$ cat src/rtl/uart_pkg.sv
// Shared types and helpers for the UART transmit/receive blocks.
package uart_pkg;

  typedef enum logic [2:0] {
    StIdle   = 3'd0,
    StStart  = 3'd1,
    StData   = 3'd2,
    StParity = 3'd3,
    StStop   = 3'd4
  } uart_state_e;

  localparam int unsigned DataBitsMin = 5;
  localparam int unsigned DataBitsMax = 8;
  localparam int unsigned StopBitsMin = 1;
  localparam int unsigned StopBitsMax = 2;

  // Callers zero-extend narrower characters; the extra zeros do not change the XOR.
  function automatic logic parity_calc(input logic [DataBitsMax-1:0] data, input logic odd);
    return (^data) ^ odd;
  endfunction

endpackage

$ cat src/rtl/sync_fifo.sv
// Single-clock FIFO with combinational head read; pushes when full and pops when
// empty are ignored.
module sync_fifo #(
  parameter int unsigned Width = 8,
  parameter int unsigned Depth = 4
) (
  input  logic                     clk_i,
  input  logic                     rst_i,
  input  logic                     push_i,
  input  logic [Width-1:0]         wdata_i,
  input  logic                     pop_i,
  output logic [Width-1:0]         rdata_o,
  output logic                     full_o,
  output logic                     empty_o,
  output logic [$clog2(Depth):0]   level_o
);

  localparam int unsigned PtrW = $clog2(Depth);
  localparam logic [PtrW:0] LvlFull = (PtrW+1)'(Depth);
  localparam logic [PtrW:0] LvlOne  = (PtrW+1)'(1);
  localparam logic [PtrW-1:0] PtrOne = PtrW'(1);

  logic [Width-1:0] mem_q [Depth];
  logic [PtrW-1:0]  wptr_q, rptr_q;
  logic [PtrW:0]    level_q;
  logic             push_ok, pop_ok;

  assign full_o  = (level_q == LvlFull);
  assign empty_o = (level_q == '0);
  assign level_o = level_q;
  assign rdata_o = mem_q[rptr_q];

  assign push_ok = push_i && !full_o;
  assign pop_ok  = pop_i && !empty_o;

  always_ff @(posedge clk_i) begin
    if (rst_i) begin
      wptr_q  <= '0;
      rptr_q  <= '0;
      level_q <= '0;
    end else begin
      if (push_ok) wptr_q <= wptr_q + PtrOne;
      if (pop_ok)  rptr_q <= rptr_q + PtrOne;
      case ({push_ok, pop_ok})
        2'b10:   level_q <= level_q + LvlOne;
        2'b01:   level_q <= level_q - LvlOne;
        default: level_q <= level_q;
      endcase
    end
  end

  always_ff @(posedge clk_i) begin
    if (push_ok) mem_q[wptr_q] <= wdata_i;
  end

endmodule

$ cat src/rtl/uart_tx_ext.sv
// Buffered UART transmitter: configurable data/stop bits, LSB first, 1x baud tick.
// Optional parity bit compiled in with UART_TX_PARITY_EN.
module uart_tx_ext
  import uart_pkg::*;
#(
  parameter int unsigned DATA_BITS  = 8,
  parameter int unsigned STOP_BITS  = 1,
  parameter int unsigned FIFO_DEPTH = 4
) (
  input  logic                          clk_i,
  input  logic                          rst_i,
  input  logic                          baud_tick_i,
  input  logic                          s_valid_i,
  input  logic [DATA_BITS-1:0]          s_data_i,
  output logic                          s_ready_o,
  input  logic                          parity_en_i,
  input  logic                          parity_odd_i,
  output logic                          tx_o,
  output logic                          busy_o,
  output logic [$clog2(FIFO_DEPTH):0]   fifo_level_o,
  output logic                          tx_done_o
);

  localparam int unsigned CntW = $clog2(DATA_BITS);
  localparam logic [CntW-1:0] LastBit = CntW'(DATA_BITS - 1);
  localparam logic [CntW-1:0] CntOne  = CntW'(1);
  localparam logic LastStop = 1'(STOP_BITS - 1);

  uart_state_e            state_q, state_d;
  logic [DATA_BITS-1:0]   shift_q, shift_d;
  logic [CntW-1:0]        bit_cnt_q, bit_cnt_d;
  logic                   stop_cnt_q, stop_cnt_d;
  logic                   tx_q, tx_d;
  logic                   tx_done_q, tx_done_d;

  logic                   fifo_pop, fifo_full, fifo_empty;
  logic [DATA_BITS-1:0]   fifo_rdata;

`ifdef UART_TX_PARITY_EN
  logic par_en_q, par_en_d;
  logic par_bit_q, par_bit_d;
`else
  logic unused_parity;
  assign unused_parity = parity_en_i ^ parity_odd_i;
`endif

  sync_fifo #(
    .Width (DATA_BITS),
    .Depth (FIFO_DEPTH)
  ) u_fifo (
    .clk_i   (clk_i),
    .rst_i   (rst_i),
    .push_i  (s_valid_i),
    .wdata_i (s_data_i),
    .pop_i   (fifo_pop),
    .rdata_o (fifo_rdata),
    .full_o  (fifo_full),
    .empty_o (fifo_empty),
    .level_o (fifo_level_o)
  );

  assign s_ready_o = !fifo_full;
  assign tx_o      = tx_q;
  assign tx_done_o = tx_done_q;
  assign busy_o    = (state_q != StIdle) || (fifo_level_o != '0);

  always_ff @(posedge clk_i) begin
    if (rst_i) begin
      state_q <= StIdle;
    end else begin
      state_q <= state_d;
    end
  end

  always_comb begin
    state_d  = state_q;
    fifo_pop = 1'b0;
    case (state_q)
      StIdle: begin
        if (baud_tick_i && !fifo_empty) begin
          state_d  = StStart;
          fifo_pop = 1'b1;
        end
      end
      StStart: begin
        if (baud_tick_i) state_d = StData;
      end
      StData: begin
        if (baud_tick_i && (bit_cnt_q == LastBit)) begin
`ifdef UART_TX_PARITY_EN
          state_d = par_en_q ? StParity : StStop;
`else
          state_d = StStop;
`endif
        end
      end
`ifdef UART_TX_PARITY_EN
      StParity: begin
        if (baud_tick_i) state_d = StStop;
      end
`endif
      StStop: begin
        if (baud_tick_i && (stop_cnt_q == LastStop)) begin
          // Chain straight into the next start bit when a character is waiting.
          if (!fifo_empty) begin
            state_d  = StStart;
            fifo_pop = 1'b1;
          end else begin
            state_d = StIdle;
          end
        end
      end
      default: state_d = StIdle;
    endcase
  end

  always_comb begin
    tx_d       = tx_q;
    tx_done_d  = 1'b0;
    shift_d    = shift_q;
    bit_cnt_d  = bit_cnt_q;
    stop_cnt_d = stop_cnt_q;
`ifdef UART_TX_PARITY_EN
    par_en_d   = par_en_q;
    par_bit_d  = par_bit_q;
`endif
    case (state_q)
      StIdle: tx_d = 1'b1;
      StStart: begin
        if (baud_tick_i) begin
          tx_d      = shift_q[0];
          bit_cnt_d = '0;
        end
      end
      StData: begin
        if (baud_tick_i) begin
          if (bit_cnt_q == LastBit) begin
`ifdef UART_TX_PARITY_EN
            tx_d = par_en_q ? par_bit_q : 1'b1;
`else
            tx_d = 1'b1;
`endif
            stop_cnt_d = 1'b0;
          end else begin
            tx_d      = shift_q[1];
            shift_d   = {1'b0, shift_q[DATA_BITS-1:1]};
            bit_cnt_d = bit_cnt_q + CntOne;
          end
        end
      end
`ifdef UART_TX_PARITY_EN
      StParity: begin
        if (baud_tick_i) begin
          tx_d       = 1'b1;
          stop_cnt_d = 1'b0;
        end
      end
`endif
      StStop: begin
        if (baud_tick_i) begin
          if (stop_cnt_q == LastStop) begin
            tx_done_d = 1'b1;
            tx_d      = 1'b1;
          end else begin
            stop_cnt_d = 1'b1;
          end
        end
      end
      default: tx_d = 1'b1;
    endcase

    // Loading a new character overrides whatever the state branch chose.
    if (fifo_pop) begin
      shift_d    = fifo_rdata;
      tx_d       = 1'b0;
      bit_cnt_d  = '0;
      stop_cnt_d = 1'b0;
`ifdef UART_TX_PARITY_EN
      par_en_d   = parity_en_i;
      par_bit_d  = parity_calc(DataBitsMax'(fifo_rdata), parity_odd_i);
`endif
    end
  end

  always_ff @(posedge clk_i) begin
    if (rst_i) begin
      tx_q       <= 1'b1;
      tx_done_q  <= 1'b0;
      shift_q    <= '0;
      bit_cnt_q  <= '0;
      stop_cnt_q <= 1'b0;
`ifdef UART_TX_PARITY_EN
      par_en_q   <= 1'b0;
      par_bit_q  <= 1'b0;
`endif
    end else begin
      tx_q       <= tx_d;
      tx_done_q  <= tx_done_d;
      shift_q    <= shift_d;
      bit_cnt_q  <= bit_cnt_d;
      stop_cnt_q <= stop_cnt_d;
`ifdef UART_TX_PARITY_EN
      par_en_q   <= par_en_d;
      par_bit_q  <= par_bit_d;
`endif
    end
  end

endmodule

$ cat config.mk
export PLATFORM = sky130hd
export DESIGN_NAME = uart_tx_ext
export DESIGN_NICKNAME = d
export VERILOG_FILES = /design/src/rtl/uart_pkg.sv /design/src/rtl/sync_fifo.sv /design/src/rtl/uart_tx_ext.sv
export SDC_FILE = /design/constraint.sdc
export NUM_CORES = 1
export LEC_CHECK = 0
export ABC_AREA = 1
export CAP_MARGIN = 30
export CORE_MARGIN = 2
export CORE_UTILIZATION = 50
export CTS_BUF_LIST = sky130_fd_sc_hd__clkbuf_4
export DETAILED_ROUTE_END_ITERATION = 7
export PLACE_DENSITY = 0.73
export SETUP_SLACK_MARGIN = 0.15
export SLEW_MARGIN = 25
export SYNTH_ARGS = -nofsm -noshare
export SYNTH_HDL_FRONTEND = slang
export SYNTH_SLANG_ARGS = --single-unit
$ cat constraint.sdc
create_clock -name clk_i -period 1.8 [get_ports clk_i]
set_input_delay 0.36 -clock clk_i [delete_from_list [all_inputs] [get_ports clk_i]]
set_output_delay 0.36 -clock clk_i [all_outputs]
set_load 0.02 [all_outputs]
* Yosys cells after proc, flatten, opt, wreduce, memory -nomap -nowiden *
Memories as Yosys holds them, arrays and structs flattened. A register that Yosys moved wholly into a read port is not among the register bits.
Index checks and enable logic that the tools add are counted.

word-level totals
  register bits after elaboration = 24
  latch bits = 0
  memory bits (writable) = 32
  ROM bits = 0
  input port bits = 14
  output and inout port bits = 7
  memories kept = 1

cells by class
  add/sub/neg operators = 5
  multipliers = 0
  div/mod/pow operators = 0
  $lt $le $gt $ge = 0
  equal/unequal tests = 20
  shifts and indexed selects = 0
  muxes and demuxes = 36
  bitwise logic cells = 3
  reduce and logical (&&, ||, !) cells = 24

memory list
  name          depth  bits a word  read ports  clocked after Yosys merged registers in  wr ports  line             source
  u_fifo.mem_q  4      8            1           1                                        1         sync_fifo.sv:23  logic [Width-1:0] mem_q [Depth];

operators by type and width
  operator               number
  $mux W8                4
  $mux W3                7
  $mux W1                17
  $ne A2 B2 Y1 const B   8
  $reduce_and A4 Y1      4
  $ne A3 B2 Y1 const B   4
  $pmux W3 S2            2
  $pmux W3 S4            1
  $reduce_bool A2 Y1     5
  $eq A3 B3 Y1 const B   3
  $add A3 B1 Y3 const B  2
  $logic_not A3 Y1       2
  $reduce_bool A3 Y1     2
  $logic_and A1 B1 Y1    5
  $add A2 B1 Y2 const B  2
  $mux W2                2
  $pmux W1 S2            2
  $eq A3 B1 Y1 const B   1
  $eq A3 B2 Y1 const B   1
  $not A1 Y1             3
  $pmux W1 S3            1
  $reduce_and A3 Y1      1
  $reduce_or A3 Y1       1
  $sub A3 B1 Y3 const B  1
  other kinds (6)        7

* Longest topological paths before layout *
Gate-level depths: netlist of run 1.

  depth after elaboration = 8
  depth in mapped cells = 11
  depth with buffers taken out = 11

* By module *
From an unflattened synthesis of run 1, not the netlist that was laid out.

second synthesis, totals
  cell total of the unflattened synthesis = 277
  area total of the unflattened synthesis = 2585.0 sq um

by module, submodules not included
  module       instances  cells each  area each (sq um)
  sync_fifo    1          146         1691.6
  uart_tx_ext  1          131         893.4

* Least setup slack after synthesis of run 1 *
No wires, ideal clock.

  path kind = reg2reg
  from = reg u_fifo.level_q[0] (netlist: u_fifo.level_o[0])
  to = reg u_fifo.level_q[2] (netlist: u_fifo.level_o[2])
  setup time = 0.122 ns
  arrival = 1.969 ns
  required time = 1.678 ns
  path slack = -0.291 ns
  cell stages (with the launch flop) = 11
  path buffers = 0
  period minus slack after synthesis = 2.091 ns
  path through = dfxtp_1 nor2_1 nand2_1 nand2_1 ha_1 inv_1 fa_1 a21oi_1 o21ai_0 o21ai_0 a21oi_1

between the ends
  elaborated cells between the ends (all ways) = 17
  classes of those cells = 2 x add/sub; 3 x eq/ne; 5 x mux; 7 x reduce/logical

RTL lines
  what                                               line               source
  start: declaration                                 sync_fifo.sv:25    logic [PtrW:0] level_q;
  start signal: assignment                           sync_fifo.sv:45    2'b10: level_q <= level_q + LvlOne;
  start signal: assignment                           sync_fifo.sv:46    2'b01: level_q <= level_q - LvlOne;
  start signal: assignment                           sync_fifo.sv:47    default: level_q <= level_q;
  $eq A3 B3 Y1 *                                     sync_fifo.sv:28    assign full_o = (level_q == LvlFull);
  $logic_not A1 Y1 *                                 -
  net s_ready_o                                      uart_tx_ext.sv:15  output logic s_ready_o,
  $logic_and A1 B1 Y1 *                              sync_fifo.sv:33    assign push_ok = push_i && !full_o;
  $eq A2 B1 Y1 or $eq A2 B2 Y1 (tied branches)       sync_fifo.sv:44    case ({push_ok, pop_ok})
  $pmux W3 S2 or $reduce_bool A2 Y1 (tied branches)  -

The timed path passes the listed nets; every way through them passes the cells marked *.
A chain may end at the register's enable or synchronous reset.

* Final worst setup path of run 1 *
  from = reg state_q[1]
  to = out busy_o

between the ends
  word-level cells in the longest chain between the ends = 2

ends and longest elaborated chain
  what                      line               source
  start: declaration        uart_tx_ext.sv:29  uart_state_e state_q, state_d;
  start signal: assignment  uart_tx_ext.sv:69  state_q <= StIdle;
  start signal: assignment  uart_tx_ext.sv:71  state_q <= state_d;
  $reduce_bool A3 Y1        uart_tx_ext.sv:65  assign busy_o = (state_q != StIdle) || (fifo_level_o != '0);
  $logic_or A1 B1 Y1        uart_tx_ext.sv:65
  end: declaration          uart_tx_ext.sv:19  output logic busy_o,

No other way between the ends.

==> results of run 1 <==
==> what timing repair did <==
action                     4_1_cts  5_1_grt
setup buffers                    1        4
resized for setup               14        4
pin swaps                        2        1
setup endpoints to repair        8        4
==> power by group through the flow <==
| stage | sequential (mW) | clock (mW) | combinational [mW] |
|---|---|---|---|
| 2_1_floorplan | 1.83 | 0 | 1.20 |
| 5_1_grt | 1.80 | 1.12 | 2.02 |
| 6_report | 1.77 | 1.05 | 1.77 |
| 3_3_place_gp | 1.80 | 0 | 1.67 |
| 3_5_place_dp | 1.80 | 0 | 1.72 |
| 4_1_cts | 1.77 | 1.06 | 1.73 |
==> metal layers <==
layer | wire [microns] | vias up | track usage [%] | part of all wire [%]
met1 | 2248 | 884 | 20.31 | 46
met3 | 173 | 6 | 4.941 | 3.5
met2 | 2439 | 30 | 30.26 | 50
met5 | 0 | - | 0 | 0
met4 | 62 | 0 | 11.64 | 1.3
li1 | - | 1052 | - | -
==> how the worst max path moves through the flow <==
stage          depth (start not counted)   startpoint                 to  slack, ns
2_1_floorplan                         11   state_q[1]  u_fifo.level_o[2]       0.01
3_3_place_gp                          10  baud_tick_i  u_fifo.level_o[2]      -0.24
3_5_place_dp                          10  baud_tick_i  u_fifo.level_o[2]      -0.27
4_1_cts                                5   state_q[1]             busy_o       0.04
5_1_grt                                5   state_q[0]             busy_o       0.05
6_report                               5   state_q[1]             busy_o       0.17
==> logic make-up after synthesis <==
group                    Yosys count
AO/OA/AOI/OAI                     31
adder cells (fa/ha/maj)            8
buffers and inverters             55
flip-flops                        57
AND/OR/NAND/NOR                  151
==> stage by stage <==
stage | util, % | power (mW) | area, sq um | setup slack (ns) | hold slack [ns]
3_5_place_dp | 59.48 | 3.520 | 3038 | -0.2737 | 0.4620
6_report | 63.20 | 4.583 | 3228 | 0.1679 | 0.4734
5_1_grt | 63.20 | 4.943 | 3228 | 0.05230 | 0.4979
2_1_floorplan | - | 3.036 | 2703 | 0.01396 | 0.4291
3_3_place_gp | 59.48 | 3.469 | 3038 | -0.2434 | 0.4601
4_1_cts | 62.79 | 4.561 | 3207 | 0.03703 | 0.4780
==> flip-flops by register name (all words and copies together), names as in the netlist, named ones only <==
register        cells
shift_q             8
tx_o                1
u_fifo.mem_q       32
state_q             3
bit_cnt_q           3
u_fifo.rptr_q       2
u_fifo.wptr_q       2
u_fifo.level_o      3
tx_done_o           1
==> layout make-up <==
| cell class | count | area [sq um] |
|---|---|---|
| fill | 462 | 1879 |
| timing repair buffer | 39 | 334.1 |
| multi-input combinational | 190 | 993.5 |
| clock buffer | 10 | 75.07 |
| sequential | 57 | 1474 |
| tap | 70 | 87.58 |
| inverter | 47 | 181.4 |
| clock inverter | 6 | 82.58 |
==> layout by cell type (no fill, tap or decap) <==
cell / synthesis / layout
o21ai_0: 16 / 14
ha_1: 7 / 6
bufinv_16: 0 / 2
dlygate4sd2_1: 0 / 5
nand4_4: 1 / 1
inv_2: 9 / 11
clkinv_2: 0 / 2
nand2_2: 4 / 6
nand2_4: 0 / 1
edfxtp_1: 32 / 32
nand3_4: 1 / 1
nor4_1: 1 / 1
buf_2: 5 / 2
nand3_1: 23 / 23
inv_1: 37 / 35
a21oi_1: 10 / 8
fa_2: 0 / 1
o21ai_2: 1 / 1
o21ai_1: 4 / 6
nor2_4: 2 / 3
nand2_1: 79 / 76
a21oi_2: 0 / 2
clkinv_4: 0 / 2
dfxtp_2: 0 / 1
ha_4: 0 / 1
nand3b_1: 4 / 4
clkdlybuf4s50_1: 0 / 11
nor2_2: 1 / 2
dfxtp_1: 25 / 21
buf_4: 0 / 20
buf_12: 0 / 1
clkbuf_4: 0 / 10
nand4_1: 4 / 4
dfxtp_4: 0 / 3
nor2_1: 31 / 29
clkinv_1: 0 / 1
==> worst max-delay path, cell delays in order (launching register included) <==
cell	delay, ns
dfxtp_2	0.36
inv_2	0.08
nand2_2	0.08
nor2_2	0.13
nand3_1	0.08
buf_2	0.16
==> results.ini, run 1 <==
[flow_run]
maxCapViolations=0

[power_and_ir_drop]
switchingPower_mw=1.669
clkPwrFrac_pct=22.8
swShare_pct=36.41
ir_drop_uv=660.8
power_frac_comb_pct=38.6
power.density_mw_per_mm2=1420
p_leak_nw=1.446
internal_power_mw=2.914
seqPwrFrac_pct=38.6

[yosys]
synth_cells=302
syn_area_sq_mm=0.002645
synth_top_family_by_area=simple AND/OR/NAND/NOR gates
yosysTopAreaCellShare_pct=36.33
ys.flop_type=edfxtp_1
async_flop_share_pct=0
ys_seq_area_share_pct=55.25
netlist-cell-type-count=26
synth_common_cells=nand2_1, inv_1, edfxtp_1
yosys_register_bits=57
yosys_warnings=0
synth_xor_area_share_pct=0
synthMuxAreaShare_pct=0
synth_fa_ha_area_share_pct=4.068
synth_top_cell_by_area=edfxtp_1
yosys.area_share.simple_pct=25.78
syn_area_per_cell_sq_um=8.758
synthesis.nets=324
synth_compound_area_share_pct=6.008
synth_area_leaders=edfxtp_1, dfxtp_1, nand2_1
synth_edf_count=32
synth_most_common_cell=nand2_1

[critical_path]
path_class=reg -> out
cp-start-kind=flop
r2r_start=u_fifo.level_o[1]
worstPathArrival_ns=1.27
reg2reg_to=u_fifo.level_o[2]
worstPathRequired_ns=1.44
crit_fanout=4
end_kind=primary output
reg2reg_depth=10
r2r_slack_ns=0.19

[sta]
tns_ns=0
period_minus_slack_ns=1.632
max-slew-margin-rel_pct=75.43
rsz0062_at_grt=yes
worstMarginPinSlew_ns=0.3681
setup_viol=0
timing.final.hold_violations=0
max_freq_ghz=0.6127
slew_viol_final=0
clock_skew_ns=0.007232
finalCritPeriodShare_pct=90.67

[global_route]
grt_usage_pct=18.10
grt_pass1_vias=1896
antenna_found_initial=0
grt_overflow=0
grt_max_degree=21
grt_pass1_wl_microns=8114

[drt]
wl_per_cell_microns=11.75
drc=0
drt_iter0_drc=81
vias=1972
drt_wl_total_microns=4924
vias_per_cell=4.706
drt_pass1_iterations=4
postRouteAntennaNets=0

[hold_path]
hp-start=u_fifo.level_o[0]
hold_path.class=reg -> reg
min_to=u_fifo.level_o[0]
hold_depth=1

[clock_network]
cts_sinks=57
cts_hold_buf=0
root_buffer=clkbuf_4
clk_latency_ns=0.39
path_clk_slew_ns=0.10
cts_inserted_buffers=9
tritoncts=done
h-tree-depth=3
cts_buffer_depth=2

[final_layout]
drive_gt1_share_pct=20.92
final_nets=366
areaGrowthSynthToFinish_pct=22.04
layout.cells.non_filler=419
n_antenna_cell=0

[die]
num_rows=26
fp.dieW_microns=76.73
io_pins=21
core_area_sq_mm=0.005107
die_area_sq_mm=0.005887
die_h_microns=76.73
start_util_pct=51.79

[placed_design]
numPortBuffers=18
gp_congestion=0.7674
place_hpwl_microns=3326
dpl.cell_count=398

[status]
status=completed

(Power assumes the default switching activity.)
==> inputs of run 2 (changes only) <==
--- a/config.mk
+++ b/config.mk
@@ -8,10 +8,11 @@
 export ABC_AREA = 1
 export CAP_MARGIN = 30
 export CORE_MARGIN = 2
-export CORE_UTILIZATION = 50
+export CORE_UTILIZATION = 54
 export CTS_BUF_LIST = sky130_fd_sc_hd__clkbuf_4
 export DETAILED_ROUTE_END_ITERATION = 7
-export PLACE_DENSITY = 0.73
+export HOLD_SLACK_MARGIN = 0.03
+export PLACE_DENSITY = 0.78
 export SETUP_SLACK_MARGIN = 0.15
 export SLEW_MARGIN = 25
 export SYNTH_ARGS = -nofsm -noshare
==> run 2 against run 1 <==
Against the previous run:
- combinational power decreased by 3%
- clock power decreased by 30%
- via count increased by 2.0%
- worst setup slack got worse by 0.058 ns
- critical endpoint is now u_fifo.level_o[2]
- die area decreased by 7.0%
==> results.ini, run 2 (synthesized netlist as in run 1, its figures left out) <==
[status]
status=completed

[die]
die_area_sq_mm=0.005474  ; -7.0%
start_util_pct=56.00  ; +4.2 points
io_pins=21  ; unchanged
core_area_sq_mm=0.004723  ; -7.5%
die_h_microns=73.99  ; -3.6%
fp.dieW_microns=73.99  ; -3.6%
num_rows=25  ; -3.8%

[drt]
drt_wl_total_microns=4841  ; -1.7%
postRouteAntennaNets=0  ; unchanged
drc=0  ; unchanged
wl_per_cell_microns=11.72  ; -0.26%
vias_per_cell=4.872  ; +3.5%
vias=2012  ; +2.0%
drt_pass1_iterations=4  ; unchanged
drt_iter0_drc=75  ; -7.4%

[clock_network]
tritoncts=done
cts_buffer_depth=2  ; unchanged
clk_latency_ns=0.40  ; about the same
cts_sinks=57  ; unchanged
h-tree-depth=3  ; unchanged
path_clk_slew_ns=0.10  ; about the same
cts_inserted_buffers=9  ; unchanged
root_buffer=clkbuf_4
cts_hold_buf=0  ; unchanged

[critical_path]
end_kind=flop
worstPathArrival_ns=1.99  ; +0.72 ns
r2r_slack_ns=0.11  ; -0.08 ns
cp-start-kind=flop
crit_fanout=4  ; unchanged
path_class=reg -> reg
worstPathRequired_ns=2.10  ; +0.66 ns

[final_layout]
fill_cells=375  ; -19%
final_nets=364  ; -0.55%
final_common_cell=nand2_1
final_cell_mix=nand2_1, inv_1, edfxtp_1, nor2_1, nand3_1
reg_top3=u_fifo.mem_q (32), shift_q (8)
areaGrowthSynthToFinish_pct=19.25
largest_reg_flops=32  ; unchanged
regArea_sq_mm=0.001478  ; +0.26%
n_antenna_cell=0  ; unchanged
largest_register=u_fifo.mem_q
multi_input_area_sq_mm=0.001001  ; +0.76%
drive_gt1_share_pct=20.81  ; -0.11 points
fin_area_sq_mm=0.003154  ; -2.3%

[placed_design]
gp_congestion=0.8482  ; +11%
pre_cts_slack_ns=-0.3053  ; -0.03159 ns
place_hpwl_microns=3367  ; +1.2%
numPortBuffers=18  ; unchanged
dpl_cell_area_sq_mm=0.003014  ; -0.78%

[hold_path]
hold_path.class=reg -> reg

[sta]
max-slew-margin-rel_pct=75.61  ; +0.18 points
slew_viol_final=0  ; unchanged
timing.final.hold_violations=0  ; unchanged
finalCritPeriodShare_pct=93.90  ; +3.2 points
tns_ns=0  ; unchanged
clock_skew_ns=0.01269  ; +0.005463 ns
max_freq_ghz=0.5917  ; -3.4%
worstMarginPinSlew_ns=0.3654  ; -0.002693 ns
hold_ws_ns=0.4872  ; +0.01383 ns
worst_slack_ns=0.1098  ; -0.05809 ns
period_minus_slack_ns=1.690  ; +0.05809 ns
setup_viol=0  ; unchanged
rsz0062_at_grt=yes

[global_route]
grt_max_degree=19  ; -9.5%
grt_usage_pct=19.30  ; +1.2 points
grt_pass1_vias=1847  ; -2.6%
grt_pass1_wl_microns=7741  ; -4.6%
antenna_found_initial=0  ; unchanged
grt_overflow=0  ; unchanged

[flow_run]
maxCapViolations=0  ; unchanged

[power_and_ir_drop]
clkPwrFrac_pct=17.4  ; -5.4 points
power_frac_comb_pct=40.5  ; +1.9 points
switchingPower_mw=1.634  ; -2.1%
p_leak_nw=1.408  ; -2.7%
seqPwrFrac_pct=42.1  ; +3.5 points
ir_drop_uv=660.3  ; about the same
swShare_pct=38.41  ; +2.0 points
internal_power_mw=2.620  ; -10%
power.density_mw_per_mm2=1348  ; -5.0%

[run 2: per-layer routing]
metal	vias up	global-route usage (%)	share of wire, %	wire length, microns
met4	0	10.51	1.9	91
met1	905	22.91	44	2151
met3	7	6.504	5.7	278
li1	1051	-	-	-
met5	-	0	0	0
met2	49	31.05	48	2319
[run 2: worst paths after layout]
check                          from                end  depth (start not counted)
setup / recovery  u_fifo.level_o[2]  u_fifo.level_o[2]                         11
hold / removal           shift_q[7]         shift_q[7]                          2
setup reg to reg  u_fifo.level_o[2]  u_fifo.level_o[2]                         11
hold reg to reg          shift_q[7]         shift_q[7]                          2
[run 2: final cells by class]
type | instances | area share [%]
flip-flops and latches | 57 | 46.85
multi-input cells | 190 | 31.73
repair buffers | 37 | 9.718
inverters | 47 | 5.752
well taps | 67 | 2.658
clock buffers | 11 | 2.618
clock inverters | 4 | 0.6743
[run 2: power groups by stage]
stage	clock (mW)	combinational (mW)	sequential [mW]
2_1_floorplan	0	1.20	1.83
3_3_place_gp	0	1.62	1.82
3_5_place_dp	0	1.68	1.82
4_1_cts	0.755	1.72	1.78
5_1_grt	0.805	1.95	1.81
6_report	0.740	1.72	1.79
[run 2: timing repair]
| item | 4_1_cts | 5_1_grt |
|---|---|---|
| resized for setup | 15 | 6 |
| setup buffers | 3 | 1 |
| endpoints found under the setup margin | 8 | 4 |
| hold endpoints to repair | 0 | 0 |
| pin swaps | 4 | 0 |
| gates cloned | 0 | 0 |
[run 2: worst max-delay path, stage by stage, from the launching register on]
cell,delay (ns)
dfxtp_4,0.37
inv_2,0.05
nand2_2,0.09
nand3_4,0.10
inv_6,0.07
ha_4,0.11
inv_2,0.04
fa_2,0.36
a21oi_2,0.16
o21ai_2,0.08
o21ai_1,0.12
a21oi_1,0.05
[run 2: stage by stage]
step / power [mW] / cells / util, %
after floorplan: 3.036 / 302 / -
after global placement: 3.438 / 394 / 63.81
after global routing: 4.566 / 413 / 66.78
final: 4.253 / 413 / 66.78
after detailed placement: 3.499 / 394 / 63.81
after CTS: 4.257 / 412 / 66.60
